==> src/rtl/regfile_wr_arbiter.sv <==
// Register-file write-port arbiter: the WB stage shares one write port with a small
// FIFO of multi-cycle (div/load) results, with a starvation guard and pending-write lookup.
module regfile_wr_arbiter #(
    parameter int DEPTH        = 2,
    parameter int STARVE_LIMIT = 4,
    localparam int RADDR_WIDTH = 5,
    localparam int RDATA_WIDTH = 32,
    localparam int CW          = $clog2(DEPTH + 1)
) (
    input  logic                   clk_in,
    input  logic                   reset_in,
    input  logic                   wb_we_in,
    input  logic [RADDR_WIDTH-1:0] wb_waddr_in,
    input  logic [RDATA_WIDTH-1:0] wb_wdata_in,
    output logic                   wb_stall_out,
    input  logic                   mc_valid_in,
    output logic                   mc_ready_out,
    input  logic [RADDR_WIDTH-1:0] mc_waddr_in,
    input  logic [RDATA_WIDTH-1:0] mc_wdata_in,
    output logic                   rf_we_out,
    output logic [RADDR_WIDTH-1:0] rf_waddr_out,
    output logic [RDATA_WIDTH-1:0] rf_wdata_out,
    input  logic [RADDR_WIDTH-1:0] rd1_addr_in,
    input  logic [RADDR_WIDTH-1:0] rd2_addr_in,
    output logic                   pend1_out,
    output logic                   pend2_out,
    output logic [CW-1:0]          count_out
);

    localparam int PW = (DEPTH > 1) ? $clog2(DEPTH) : 1;
    localparam int SW = $clog2(STARVE_LIMIT + 1);

    logic [RADDR_WIDTH-1:0] r_addr [DEPTH];
    logic [RDATA_WIDTH-1:0] r_data [DEPTH];
    logic [DEPTH-1:0]       r_valid;
    logic [PW-1:0]          r_wr_ptr;
    logic [PW-1:0]          r_rd_ptr;
    logic [CW-1:0]          r_count;
    logic [SW-1:0]          r_starve;

    logic                   w_nonempty;
    logic                   w_force;
    logic                   w_grant_head;
    logic                   w_enq;
    logic [DEPTH-1:0]       w_match1;
    logic [DEPTH-1:0]       w_match2;

    // Reset masks the queue immediately so a flushed entry can never win the port.
    assign w_nonempty   = !reset_in && (r_count != '0);
    assign w_force      = (r_starve == SW'(STARVE_LIMIT));
    assign w_grant_head = w_nonempty && (w_force || !wb_we_in);

    assign wb_stall_out = wb_we_in && w_grant_head;
    assign mc_ready_out = reset_in || (r_count < CW'(DEPTH));
    assign count_out    = reset_in ? '0 : r_count;

    // Writes to x0 complete the handshake but never occupy a slot.
    assign w_enq = !reset_in && mc_valid_in && (r_count < CW'(DEPTH)) && (mc_waddr_in != '0);

    always_comb begin
        rf_we_out    = 1'b0;
        rf_waddr_out = '0;
        rf_wdata_out = '0;
        if (w_grant_head) begin
            rf_we_out    = 1'b1;
            rf_waddr_out = r_addr[r_rd_ptr];
            rf_wdata_out = r_data[r_rd_ptr];
        end else if (wb_we_in) begin
            rf_we_out    = 1'b1;
            rf_waddr_out = wb_waddr_in;
            rf_wdata_out = wb_wdata_in;
        end
    end

    generate
        for (genvar gi = 0; gi < DEPTH; gi++) begin : g_match
            assign w_match1[gi] = r_valid[gi] && (r_addr[gi] == rd1_addr_in);
            assign w_match2[gi] = r_valid[gi] && (r_addr[gi] == rd2_addr_in);
        end
    endgenerate

    assign pend1_out = !reset_in && (rd1_addr_in != '0) && (|w_match1);
    assign pend2_out = !reset_in && (rd2_addr_in != '0) && (|w_match2);

    always_ff @(posedge clk_in) begin
        if (w_enq) begin
            r_addr[r_wr_ptr] <= mc_waddr_in;
            r_data[r_wr_ptr] <= mc_wdata_in;
        end
    end

    always_ff @(posedge clk_in) begin
        if (reset_in) begin
            r_valid  <= '0;
            r_wr_ptr <= '0;
            r_rd_ptr <= '0;
            r_count  <= '0;
            r_starve <= '0;
        end else begin
            for (int i = 0; i < DEPTH; i++) begin
                if (w_enq && (r_wr_ptr == PW'(i))) begin
                    r_valid[i] <= 1'b1;
                end else if (w_grant_head && (r_rd_ptr == PW'(i))) begin
                    r_valid[i] <= 1'b0;
                end
            end

            if (w_enq) begin
                r_wr_ptr <= (r_wr_ptr == PW'(DEPTH - 1)) ? '0 : r_wr_ptr + PW'(1);
            end
            if (w_grant_head) begin
                r_rd_ptr <= (r_rd_ptr == PW'(DEPTH - 1)) ? '0 : r_rd_ptr + PW'(1);
            end

            case ({w_enq, w_grant_head})
                2'b10:   r_count <= r_count + CW'(1);
                2'b01:   r_count <= r_count - CW'(1);
                default: r_count <= r_count;
            endcase

            if (!w_nonempty || w_grant_head) begin
                r_starve <= '0;
            end else if (!w_force) begin
                r_starve <= r_starve + SW'(1);
            end
        end
    end

endmodule
==> config.mk <==
export PLATFORM = sky130hd
export DESIGN_NAME = regfile_wr_arbiter
export DESIGN_NICKNAME = d
export VERILOG_FILES = /design/src/rtl/regfile_wr_arbiter.sv
export SDC_FILE = /design/constraint.sdc
export NUM_CORES = 1
export LEC_CHECK = 0
export BUFFER_PORTS_ARGS = -buffer_cell sky130_fd_sc_hd__buf_2
export CAP_MARGIN = 20
export CORE_MARGIN = 2
export CORE_UTILIZATION = 50
export DETAILED_ROUTE_END_ITERATION = 12
export GPL_ROUTABILITY_DRIVEN = 0
export GPL_TIMING_DRIVEN = 1
export PLACE_DENSITY = 0.79
export SLEW_MARGIN = 10
export SYNTH_ARGS = -nofsm -noshare
export SYNTH_HDL_FRONTEND = slang
export SYNTH_SLANG_ARGS = --single-unit
==> constraint.sdc <==
create_clock -name clk_in -period 4.7 [get_ports clk_in]
set_clock_uncertainty 0.15 [all_clocks]
set_input_delay 1.175 -clock clk_in [delete_from_list [all_inputs] [get_ports clk_in]]
set_output_delay 1.175 -clock clk_in [all_outputs]
set_load 0.005 [all_outputs]
==> impl_metrics.json <==
{
  "status": "finished, final reports clean",
  "wirelength_um": 8000,
  "grt_use_met3_pct": 5.61,
  "p_leak_uw": 0.00195,
  "ioPinCount": 132,
  "setup_viol": 0,
  "row_count": 32,
  "powerDensity_mw_per_mm2": 322,
  "crit_path_start_kind": "input port",
  "fin_crit_sh_pct": 79.2,
  "rsz0062_at_grt": "false",
  "ir_drop_uv": 192,
  "die_area_sq_mm": 0.00858,
  "tightestPinTransition_ns": 0.898,
  "reg2regPathDepth": 8,
  "cts_hold_buf": 0,
  "design.core.area_sq_mm": 0.00769,
  "synth_warnings": 0,
  "grt_busiest_layer": "met2",
  "slew-limit-headroom_pct": 40.2,
  "holdPathStages": 1,
  "dp_hpwl_um": 5540,
  "cts-htree-levels": 3,
  "hold_viol": 0,
  "drtIter0Drc": 111,
  "detail_route.vias_per_cell": 5.08,
  "cts_buffers": 9,
  "path_max_fanout": 79,
  "io_buffers": 131,
  "drcViolationCount": 0,
  "vias": 2863,
  "synth_area_sq_mm": 0.00393,
  "cts_setup_buffers": 0,
  "die_y_um": 92.6,
  "clk_latency_ns": 0.35,
  "grt_use_total_pct": 19.3,
  "cp.arrival_ns": 2.40,
  "yosysSeqAreaShare_pct": 61.7,
  "postLayoutCellArea_sq_mm": 0.00489,
  "tritoncts": "built",
  "whs_endpoint": "r_starve[0]$_SDFFE_PP0N_",
  "start_util_pct": 51.1,
  "fmax_ghz": 0.269,
  "clk_pin_slew_worst_paths_ns": 0.09,
  "path_class": "in2out",
  "syn2layout_area_growth_pct": 24.4,
  "fin_tns_setup_ns": 0,
  "grt_pass1_vias": 2888,
  "die_width_um": 92.6,
  "synthesis.instances": 328,
  "antenna_found_initial": 0,
  "grt_max_degree": 80,
  "worst_r2r_endpoint": "r_count[1]$_SDFFE_PP0P_",
  "route.antenna.remaining_nets": 0,
  "clock-sinks": 84,
  "syn_avg_cell_area_sq_um": 12.0,
  "met1_usage_pct": 21.7,
  "timing.rr.start": "r_starve[0]$_SDFFE_PP0N_",
  "grt_pass1_wl_um": 12700,
  "post_dp_cell_area_sq_mm": 0.00470,
  "synth_fp_nets": 421,
  "cap_violations": 0,
  "grt-ovfl-total": 0,
  "drtPass1Iterations": 5,
  "nets": 550,
  "slew_violations": 0,
  "cts_root_buf": "clkbuf_8",
  "hold_path.class": "reg2reg",
  "synth_cell_type_count": 27,
  "synth-seq-cells": 84,
  "cp-end-kind": "output port",
  "routedWlPerCell_um": 14.2,
  "clockBufferDepth": 2,
  "hp-start": "r_starve[0]$_SDFFE_PP0N_",
  "worstPathRequired_ns": 3.38,
  "drive_gt1_share_pct": 41.8,
  "cts_resized": 0,
  "met2_usage_pct": 34.5,
  "worst-r2r-setup-slack_ns": 2.33,
  "diodes": 0,
  "period_minus_slack_ns": 3.72
}
## sequential cells by signal, summed over array words and instances, names as in the netlist, named ones only
| register | count |
|---|---|
| r_addr | 10 |
| r_data | 64 |
| r_starve | 3 |
| r_valid | 2 |
| r_rd_ptr | 1 |
| r_count | 2 |
| r_wr_ptr | 1 |
## routing by layer
layer / vias up / part of all wire (%)
met5: - / 0
met4: 0 / 1.2
met3: 10 / 6.2
met2: 90 / 51
met1: 1351 / 42
li1: 1412 / -
## kinds of logic (layout without fill, tap and decap cells)
logic type / after synthesis / count (layout) / share of synthesized area (%)
flops: 84 / 84 / 61.7
fa+ha+maj: 5 / 5 / 1.59
mux: 37 / 37 / 10.6
buf+inv: 25 / 159 / 2.64
simple gates: 106 / 106 / 11.3
xor+xnor: 25 / 25 / 5.57
compound gates: 46 / 46 / 6.66
## cells in the mapped netlist
cell type   n  area share (%)
o211ai_4    1            0.54
and2_1      1            0.16
a21oi_1     1            0.13
nor2_1     12             1.1
nor4_1      4            0.64
o21ai_0    38             4.8
nor2b_1     3            0.48
clkbuf_1    9            0.86
mux2_2     37              11
and3_1      1            0.16
or3_1       1            0.16
o21bai_1    1            0.19
nand2_1    75             7.2
nand3_1     4            0.51
dfxtp_1    10             5.1
or4_4       1            0.29
nand2b_1    2            0.32
ha_1        5             1.6
buf_2       8             1.0
a21boi_0    1            0.19
a221oi_1    2            0.45
edfxtp_1   74              57
xnor2_1     8             1.8
o22ai_1     2            0.32
xor2_1     17             3.8
inv_1       8            0.76
nor3_1      2            0.25
## stage by stage
| stage | util, % | hold WS, ns | total power [uW] | cells | setup WS, ns |
|---|---|---|---|---|---|
| 5_1_grt | 63.6 | 0.343 | 1650 | 564 | 0.871 |
| 2_1_floorplan | - | 0.267 | 1010 | 328 | 1.07 |
| 4_1_cts | 63.6 | 0.316 | 1590 | 564 | 0.967 |
| 3_5_place_dp | 61.2 | 0.302 | 1110 | 548 | 0.971 |
| 3_3_place_gp | 61.2 | 0.284 | 1100 | 548 | 0.999 |
| 6_report | 63.6 | 0.312 | 1570 | 564 | 0.976 |
## how the worst max path moves through the flow
stage             start                     end  slack (ns)  depth (start not counted)
5_1_grt        reset_in         rf_wdata_out[2]        0.87                          7
3_3_place_gp   reset_in        rf_wdata_out[29]         1.0                          7
4_1_cts        reset_in         rf_wdata_out[2]        0.97                          7
3_5_place_dp   reset_in         rf_wdata_out[2]        0.97                          7
2_1_floorplan  reset_in  r_addr[0][0]$_DFFE_PP_        1.07                          3
6_report       reset_in         rf_wdata_out[2]        0.98                          7
## placed cells by master, fill, tap and decap left out, types with 4 or more instances in the layout
| master | n |
|---|---|
| nor2_1 | 9 |
| mux2_2 | 37 |
| dfxtp_1 | 9 |
| ha_1 | 5 |
| clkbuf_8 | 9 |
| nand3_1 | 4 |
| o21ai_0 | 38 |
| xor2_1 | 17 |
| nor4_1 | 4 |
| nand2_1 | 75 |
| buf_2 | 131 |
| edfxtp_1 | 74 |
| xnor2_1 | 8 |
| inv_1 | 8 |
## worst max-delay path, cell delays in order
cell,delay (ns)
buf_2,0.17
o21bai_1,0.25
nor2_4,0.13
buf_12,0.27
nand2_1,0.11
o21ai_0,0.10
buf_2,0.15
## where the power goes
| part | total [uW] | switching [uW] | internal [uW] |
|---|---|---|---|
| logic | 218 | 108 | 110 |
| clock network | 481 | 276 | 204 |
| registers | 873 | 24.2 | 849 |
| total | 1570 | 408 | 1160 |
## area by class of cell
| type | instances | area, sq um |
|---|---|---|
| Sequential cell | 84 | 2420 |
| Multi-Input combinational cell | 219 | 1430 |
| Clock inverter | 6 | 56.3 |
| Fill cell | 620 | 2800 |
| Timing Repair Buffer | 135 | 698 |
| Clock buffer | 10 | 128 |
| Tap cell | 102 | 128 |
| Inverter | 8 | 30.0 |
Note: power is estimated with default switching activity, not from simulation.
